`config.mk`:
```
export PLATFORM = sky130hd
export DESIGN_NAME = timeout_scheduler
export DESIGN_NICKNAME = d
export VERILOG_FILES = /design/src/rtl/tsch_pkg.sv /design/src/rtl/timeout_sched_ch.sv /design/src/rtl/timeout_scheduler.sv
export SDC_FILE = /design/constraint.sdc
export NUM_CORES = 1
export LEC_CHECK = 0
export ABC_AREA = 0
export BUFFER_PORTS_ARGS = -buffer_cell sky130_fd_sc_hd__buf_4
export CELL_PAD_IN_SITES_DETAIL_PLACEMENT = 1
export CELL_PAD_IN_SITES_GLOBAL_PLACEMENT = 1
export CORE_UTILIZATION = 45
export CTS_CLUSTER_SIZE = 14
export DETAILED_ROUTE_END_ITERATION = 6
export GPL_TIMING_DRIVEN = 0
export PLACE_DENSITY_LB_ADDON = 0.3
export SLEW_MARGIN = 20
export SYNTH_ARGS = -nofsm -noshare
export SYNTH_HDL_FRONTEND = slang
export SYNTH_SLANG_ARGS = --single-unit
```
`constraint.sdc`:
```
create_clock -name clk_i -period 8.15 [get_ports clk_i]
set_input_delay 1.63 -clock clk_i [delete_from_list [all_inputs] [get_ports clk_i]]
set_output_delay 1.63 -clock clk_i [all_outputs]
set_load 0.005 [all_outputs]
```
`src/rtl/tsch_pkg.sv`:
```
// Shared constants for the timeout scheduler: tick unit codes and channel state encoding.
package tsch_pkg;

    localparam logic [1:0] UNIT_US  = 2'd0;
    localparam logic [1:0] UNIT_MS  = 2'd1;
    localparam logic [1:0] UNIT_S   = 2'd2;
    localparam logic [1:0] UNIT_MIN = 2'd3;

    localparam logic [0:0] ST_IDLE  = 1'b0;
    localparam logic [0:0] ST_ARMED = 1'b1;

endpackage

```
`src/rtl/timeout_sched_ch.sv`:
```
// One scheduler channel: loads a countdown on grant, counts its selected tick, pulses expire.
module timeout_sched_ch
    import tsch_pkg::*;
#(
    parameter int CNT_W = 16
) (
    input  logic             clk_i,
    input  logic             rst_n_i,
    input  logic             load_i,
    input  logic [CNT_W-1:0] val_i,
    input  logic [1:0]       unit_i,
    input  logic [3:0]       tick_i,
    input  logic             cancel_i,
    output logic             busy_o,
    output logic             expire_o
);

    logic [0:0]       state_q, state_d;
    logic [CNT_W-1:0] cnt_q, cnt_d;
    logic [1:0]       unit_q, unit_d;
    logic             expire_q, expire_d;
    logic             tick_sel;

    always_comb begin
        tick_sel = 1'b0;
        case (unit_q)
            UNIT_US:  tick_sel = tick_i[0];
            UNIT_MS:  tick_sel = tick_i[1];
            UNIT_S:   tick_sel = tick_i[2];
            UNIT_MIN: tick_sel = tick_i[3];
            default:  tick_sel = 1'b0;
        endcase
    end

    // Cancel outranks both a pending load and a terminal tick.
    always_comb begin
        state_d  = state_q;
        cnt_d    = cnt_q;
        unit_d   = unit_q;
        expire_d = 1'b0;
        if (cancel_i) begin
            state_d = ST_IDLE;
            cnt_d   = '0;
        end else if (load_i) begin
            state_d = ST_ARMED;
            unit_d  = unit_i;
            cnt_d   = (val_i == '0) ? CNT_W'(1) : val_i;
        end else if (state_q == ST_ARMED && tick_sel && cnt_q != '0) begin
            if (cnt_q == CNT_W'(1)) begin
                state_d  = ST_IDLE;
                cnt_d    = '0;
                expire_d = 1'b1;
            end else begin
                cnt_d = cnt_q - CNT_W'(1);
            end
        end
    end

    always_ff @(posedge clk_i or negedge rst_n_i) begin
        if (!rst_n_i) begin
            state_q  <= ST_IDLE;
            cnt_q    <= '0;
            unit_q   <= UNIT_US;
            expire_q <= 1'b0;
        end else begin
            state_q  <= state_d;
            cnt_q    <= cnt_d;
            unit_q   <= unit_d;
            expire_q <= expire_d;
        end
    end

    assign busy_o   = (state_q == ST_ARMED);
    assign expire_o = expire_q;

endmodule

```
`src/rtl/timeout_scheduler.sv`:
```
// Multi-channel timeout scheduler: round-robin load arbiter feeding per-channel countdowns
// clocked by the shared TIMER tick pulses.
module timeout_scheduler
    import tsch_pkg::*;
#(
    parameter int NUM_CH = 4,
    parameter int CNT_W  = 16
) (
    input  logic                    clk_i,
    input  logic                    rst_n_i,
    input  logic                    tim_1us_i,
    input  logic                    tim_1ms_i,
    input  logic                    tim_1s_i,
    input  logic                    tim_1m_i,
    input  logic [NUM_CH-1:0]       req_i,
    input  logic [2*NUM_CH-1:0]     req_unit_i,
    input  logic [CNT_W*NUM_CH-1:0] req_val_i,
    input  logic [NUM_CH-1:0]       cancel_i,
    output logic [NUM_CH-1:0]       gnt_o,
    output logic [NUM_CH-1:0]       busy_o,
    output logic [NUM_CH-1:0]       expire_o
);

    localparam int PTR_W = (NUM_CH > 1) ? $clog2(NUM_CH) : 1;

    logic [PTR_W-1:0]  ptr_q, ptr_d;
    logic [NUM_CH-1:0] gnt_q, gnt_d;
    logic [NUM_CH-1:0] eligible;
    logic [3:0]        tick_vec;
    logic              found;
    int                idx;

    assign eligible = req_i & ~cancel_i;
    assign tick_vec = {tim_1m_i, tim_1s_i, tim_1ms_i, tim_1us_i};

    // Scan from the pointer; the first eligible channel wins and the pointer moves past it.
    always_comb begin
        gnt_d = '0;
        ptr_d = ptr_q;
        found = 1'b0;
        idx   = 0;
        for (int off = 0; off < NUM_CH; off++) begin
            idx = int'(ptr_q) + off;
            if (idx >= NUM_CH) begin
                idx = idx - NUM_CH;
            end
            if (!found && eligible[idx]) begin
                found      = 1'b1;
                gnt_d[idx] = 1'b1;
                ptr_d      = (idx == NUM_CH - 1) ? '0 : PTR_W'(idx + 1);
            end
        end
    end

    always_ff @(posedge clk_i or negedge rst_n_i) begin
        if (!rst_n_i) begin
            gnt_q <= '0;
            ptr_q <= '0;
        end else begin
            gnt_q <= gnt_d;
            ptr_q <= ptr_d;
        end
    end

    assign gnt_o = gnt_q;

    // The load happens at the end of the grant cycle, so REQ_VAL/REQ_UNIT are taken while GNT is high.
    for (genvar gi = 0; gi < NUM_CH; gi++) begin : g_ch
        timeout_sched_ch #(
            .CNT_W(CNT_W)
        ) u_ch (
            .clk_i    (clk_i),
            .rst_n_i  (rst_n_i),
            .load_i   (gnt_q[gi]),
            .val_i    (req_val_i[gi*CNT_W +: CNT_W]),
            .unit_i   (req_unit_i[2*gi +: 2]),
            .tick_i   (tick_vec),
            .cancel_i (cancel_i[gi]),
            .busy_o   (busy_o[gi]),
            .expire_o (expire_o[gi])
        );
    end

endmodule

```
# --- Word-level counts from Yosys, hierarchy flattened ---
# Index checks and enable logic that the tools add are counted.
# Widths: inputs -> output; s select.
classes:
  order_cmp: 12
  eq_ne: 20
  add_sub_neg: 15
  n_bitwise: 9
  reduce_logical: 47
  mux: 95
op_table:
  columns: ["operator", "n"]
  rows:
  - ["$mux 16", 20]
  - ["$eq 32x3->1 const B", 4]
  - ["$ge 32x1->1 const B", 4]
  - ["$lt 32x4->1 const B", 4]
  - ["$mux 32", 4]
  - ["$eq 16x1->1 const B", 4]
  - ["$logic_not 16->1", 4]
  - ["$reduce_bool 16->1", 4]
  - ["$sub 16x1->16 const B", 4]
  - ["$mux 1", 47]
  - ["$reduce_bool 3->1", 8]
  - ["$eq 2x2->1 const B", 8]
  - ["$mux 2", 8]
  - ["$mux 4", 4]
  - ["$pmux 1 s4", 4]
  - ["$reduce_and 2->1", 8]
  - ["$logic_and 1x1->1", 15]
  - ["$or 4x4->4", 3]
  - ["$sub 3x3->4 const B", 3]
  - ["$ge 3x3->1 const B", 3]
  - ["$add 2x2->2 const B", 4]
  - ["$bmux 1 s2", 4]
  - ["$demux 1 s2", 4]
  - ["$eq 2x1->1 const B", 4]
  - ["other kinds (10)", 19]
word_totals:
  word_cells: 216
  reg_bits: 86

# --- Logic depth before layout (Yosys ltp) ---
logic_depth:
  ltp_word: 15
  ltp_mapped: 10

# --- Cells and area by module ---
# Synthesis repeated with hierarchy kept, for this count alone.
hier_totals:
  cells_unflattened: 719
  area_unflattened_um2: 6422.4
modules_own_cells:
  columns: ["module", "seq_area_each_um2", "n_inst", "cells_per_inst", "area_per_inst_um2"]
  rows:
  - ["timeout_sched_ch at g_ch[0].u_ch ...", 500.5, 3, 158, 1442.6]
  - ["timeout_sched_ch at g_ch[3].u_ch", 500.5, 1, 166, 1376.3]
  - ["timeout_scheduler", 150.1, 1, 79, 718.2]

# --- Least setup slack after synthesis ---
# Ideal clock, no wire load.
synth_timing:
  path_type: "input port to flip-flop"
  from: "in cancel_i[1]"
  to: "reg ptr_q[0]"
  slack_ns: 5.174
  path_buffers: 0
  setup_time_ns: 0.096
  arrival_time_ns: 2.881
  required_time_ns: 8.054
  stages: 6
  cell_sequence: "or3b_1 > a2111oi_0 > a31o_2 > a21o_1 > o211ai_1 > o31ai_1"
synth_between:
  elab_chain_cells: 15
  word_cells_on_any_way: 27
  classes_between: "18 x mux; 2 x bitwise; 7 x reduce/logical"
synth_rtl:
  columns: ["element", "line", "source"]
  rows:
  - ["start, declared", "timeout_scheduler.sv:18", "input logic [NUM_CH-1:0] cancel_i,"]
  - ["$not 4->4 *", "timeout_scheduler.sv:33", "assign eligible = req_i & ~cancel_i;"]
  - ["$and 4x4->4 *", "timeout_scheduler.sv:33", null]
  - ["$bmux 1 s2", "timeout_scheduler.sv:47", "if (!found && eligible[idx]) begin"]
  - ["$mux 1 (not written as such) (2 in series)", "timeout_scheduler.sv:47", null]
  - ["$mux 1", "timeout_scheduler.sv:47", null]
  - ["$logic_not 1->1", "timeout_scheduler.sv:47", null]
  - ["$logic_and 1x1->1", "timeout_scheduler.sv:47", null]
  - ["$mux 1", "timeout_scheduler.sv:47", null]
  - ["$logic_not 1->1", "timeout_scheduler.sv:47", null]
  - ["$logic_and 1x1->1", "timeout_scheduler.sv:47", null]
  - ["$mux 1", "timeout_scheduler.sv:47", null]
  - ["$logic_not 1->1", "timeout_scheduler.sv:47", null]
  - ["$logic_and 1x1->1", "timeout_scheduler.sv:47", null]
  - ["$reduce_bool 4->1 (no source line) or $mux 2 (tied branches)", null, null]
  - ["end signal, assigned", "timeout_scheduler.sv:61", "ptr_q <= ptr_d;"]
  - ["end, declared", "timeout_scheduler.sv:26", "logic [PTR_W-1:0] ptr_q, ptr_d;"]
# Mark *: on every way between the ends. The rest lies on a longest branch, timed or not. The select of a mux whose other input is x is not followed.
# A chain may end at the register's enable or synchronous reset.

# --- Worst setup path in the final report ---
layout_timing:
  from: "reg ptr_q[1]"
  to: "reg ptr_q[0]"
layout_between:
  elab_chain_cells: 15
  word_cells_on_any_way: 53
  classes_between: "11 x add/sub; 4 x order compare; 4 x eq/ne; 27 x mux; 7 x reduce/logical"
layout_rtl:
  columns: ["element"]
  rows:
  - ["branches (longest 15 deep; another with $sub 3x3->4)"]
# Parallel ways; which one is timed is not known. The select of a mux whose other input is x is not followed.

==> metrics.md <==
| Metric | Value |
|---|---|
| Post-CTS sizing | `0` |
| Clock Skew | `9.21 ps` |
| Hold bufs inserted after CTS | `0` |
| Core box area | `0.0127 sq mm` |
| FFs w/ async S/R, synth | `1.00` |
| Layout cells sized above 1 | `0.218` |
| Status | `finished, final reports clean` |
| Chip Width | `116 um` |
| PnR Total Power | `0.00269 W` |
| Total wire length | `20.0 mm` |
| Min-delay src | `g_ch[1].u_ch.cnt_q[15]` |
| DRC violations left | `0` |
| # diodes | `0` |
| Top Ports | `98` |
| Final setup viols | `0` |
| Initial antenna violation count | `0` |
| Initial DRT Pass Iterations | `5` |
| Seq/Total Area, Yosys | `0.368` |
| Die ar. | `0.0135 sq mm` |
| Setup Buffers After CTS | `0` |
| CTS tree | `built` |
| Largest family of logic cells by synthesized area | `compound AO/OA/AOI/OAI gates` |
| Vias | `6116` |
| Synth cell types | `71` |
| Final period utilization | `0.384` |
| CTS Buf Count | `9` |
| Fin nets | `899` |
| Post-Synthesis Cells | `686` |
| Hpwl dp | `14.4 mm` |
| Mux cell area share after synthesis | `0.0261` |
| Post-synth top area cell | `dfrtp_1` |
| Top FF cell, synth | `dfrtp_1` |
| Max-cap violation count | `0` |
| GR Overflow Total | `0` |
| Compound-cell area share of the yosys netlist | `0.281` |
| PD cells | `379 mW/mm^2` |
| Synth Area in Adders | `0.0406` |
| Area contributors post-synth | `dfrtp_1 (37%), o21ai_0 (8.7%), ha_1 (4.1%)` |
| DRT iter0 DRCs | `455` |
| First-pass GRT wire length | `32.1 mm` |
| Post-synth net total | `791` |
| # placed instances | `955` |
| Max Freq | `0.319 GHz` |
| Hold Path Class | `flop to flop` |
| Relative slew slack | `0.285` |
| Syn Std Cell Area | `0.00585 sq mm` |
| RSZ-0062 raised after global routing | `no` |
| Yosys top cell area share | `0.368` |
| Top cells by instance count after synthesis | `o21ai_0 (102), dfrtp_1 (86), nand2_1 (57), nor2_1 (51), a21oi_1 (44)` |
| Initial core utilization | `0.462` |
| CP max FO | `9` |
| Leakage dissipation | `3.11 nW` |
| Peak supply drop | `0.162 mV` |
| Worst Setup SP | `ptr_q[1]` |
| Worst hold slack | `482 ps` |
| Worst-Skew Late Latency | `350 ps` |
| Final GP Congestion | `0.890` |
| Average size of a mapped cell | `8.53 sq um` |
| GR Util All Layers | `0.307` |
| Port buffer count | `97` |
| Ys Warns | `0` |
| Bufs on Longest Clock Path | `2` |
| Area growth, synth to finish | `21.4%` |
| Xor/xnor share of the synthesized area | `0` |
| Clk root buf | `clkbuf_16` |
| Crit path DAT | `3380 ps` |
| Slew @ Worst Pin | `1060 ps` |
| Crit. End Element | `flop` |
| Crit Path Category | `flop to flop` |
| Vias in the first global route | `6315` |
| Post-synth EDFFs | `0` |
| H-tree levels | `3` |
| Reg clk slew, reported paths | `70 ps` |
| Startpoint types | `flop` |
| Largest net degree at the start of global routing | `87` |
| Final Hold Fails | `0` |
| # rows | `41` |
| Final Max Tran Viols | `0` |
| Sink Count | `86` |
| Synth Area in Simple Gates | `0.222` |
| Vias/cell | `6.30` |
| Count leader, synth | `o21ai_0` |
| WL/cell | `20.6 um` |
| Required time worst endpoint | `8400 ps` |
| Remaining antenna violation count | `0` |
| Die height | `116 um` |
| RR Startpoint | `ptr_q[1]` |
| Setup TNS | `0 ps` |
| Finished Layout Cells | `971` |
| Fin crit period | `3130 ps` |
| Flops & latches, synth | `86` |
-- layout make-up --
class | instances | area, sq um
plain buffers | 45 | 279
fillers | 1557 | 5560
clock buffers | 10 | 239
flip-flops and latches | 86 | 2150
inverters | 23 | 86.3
clock inverters | 6 | 61.3
repair buffers | 97 | 732
multi-input cells | 532 | 3340
well taps | 172 | 215
-- kinds of logic (layout without fill, tap and decap cells) --
logic type,after synthesis,count (layout)
mux,10,10
fa+ha+maj,19,19
simple gates,245,245
buf+inv,68,181
compound gates,258,258
flops,86,86
-- per-stage QoR --
step	setup slack [ps]	util	area (sq um)
after floorplan	5170	-	5850
after global placement	4730	0.536	6800
after detailed placement	4680	0.536	6800
after CTS	5030	0.560	7100
after global routing	4820	0.561	7110
final	5020	0.561	7110
-- state kept, by name, indices dropped and copies added (netlist names) --
signal and flops:
g_ch.u_ch.expire_o 4, ptr_q 2, g_ch.u_ch.unit_q 8, g_ch.u_ch.cnt_q 64, gnt_o 4, g_ch.u_ch.busy_o 4
-- per-layer routing --
| metal | share of wire | vias to the layer above | global-route usage | routed length (um) |
|---|---|---|---|---|
| met2 | 0.50 | 180 | 0.531 | 9910 |
| li1 | - | 2810 | - | - |
| met1 | 0.44 | 3094 | 0.391 | 8720 |
| met3 | 0.047 | 32 | 0.0434 | 947 |
| met4 | 0.019 | 0 | 0.112 | 389 |
| met5 | 0 | - | 0 | 0 |
-- layout by cell type, fill, tap and decap left out, types with 3 or more instances in the layout --
| cell type | synthesis | routed |
|---|---|---|
| buf_4 | 17 | 113 |
| o21ai_0 | 102 | 102 |
| dfrtp_1 | 86 | 86 |
| nand2_1 | 57 | 57 |
| nor2_1 | 51 | 51 |
| a21oi_1 | 44 | 44 |
| nor4_1 | 27 | 27 |
| inv_1 | 23 | 23 |
| nor3_1 | 23 | 23 |
| a22oi_1 | 20 | 20 |
| a32oi_1 | 20 | 20 |
| ha_1 | 19 | 19 |
| nand3_1 | 12 | 12 |
| buf_2 | 12 | 12 |
| clkbuf_1 | 11 | 11 |
| nor2b_1 | 11 | 11 |
| nand2b_1 | 10 | 10 |
| clkbuf_16 | 0 | 9 |
| and2_1 | 8 | 8 |
| a22o_1 | 8 | 8 |
| a31oi_1 | 7 | 7 |
| and3_1 | 7 | 7 |
| o2bb2ai_1 | 7 | 7 |
| o31ai_1 | 6 | 6 |
| and4_1 | 5 | 5 |
| buf_6 | 4 | 5 |
| o211ai_1 | 5 | 5 |
| mux2i_1 | 4 | 4 |
| a222oi_1 | 4 | 4 |
| nand4_1 | 4 | 4 |
| mux4_2 | 4 | 4 |
| or4_1 | 4 | 4 |
| or3_1 | 4 | 4 |
| a211oi_1 | 3 | 3 |
| o22ai_1 | 3 | 3 |
| or2_2 | 3 | 3 |
| o21ai_1 | 3 | 3 |
| a21o_1 | 3 | 3 |
| clkinv_2 | 0 | 3 |
-- critical path: stages (launching register included) --
cell       delay [ps]
dfrtp_1           390
clkbuf_1          340
inv_1             250
ha_1              330
buf_2             180
or3b_1            420
a2111oi_0         480
a31o_2            280
a21o_1            160
o211ai_1           90
o31ai_1           110
-- power by group --
part	total (W)	switching [W]	internal [W]	leakage, nW
logic	0.00149	0.000919	0.000567	1.83
clock network	0.000429	0.000184	0.000245	0.148
registers	0.000777	0.000177	0.000600	1.13
total	0.00269	0.00128	0.00141	3.11
-- worst paths after layout --
| kind | endpoint | slack, ps | depth (start not counted) |
|---|---|---|---|
| setup / recovery | ptr_q[0] | 5020 | 10 |
| hold / removal | g_ch[1].u_ch.cnt_q[15] | 480 | 1 |
| setup reg to reg | ptr_q[0] | 5020 | 10 |
| hold reg to reg | g_ch[1].u_ch.cnt_q[15] | 480 | 1 |
| max in group asynchronous | g_ch[2].u_ch.cnt_q[8] | 6210 | 1 |
| min in group asynchronous | g_ch[1].u_ch.cnt_q[7] | 1330 | 1 |
Note: power is estimated with default switching activity, not from simulation.
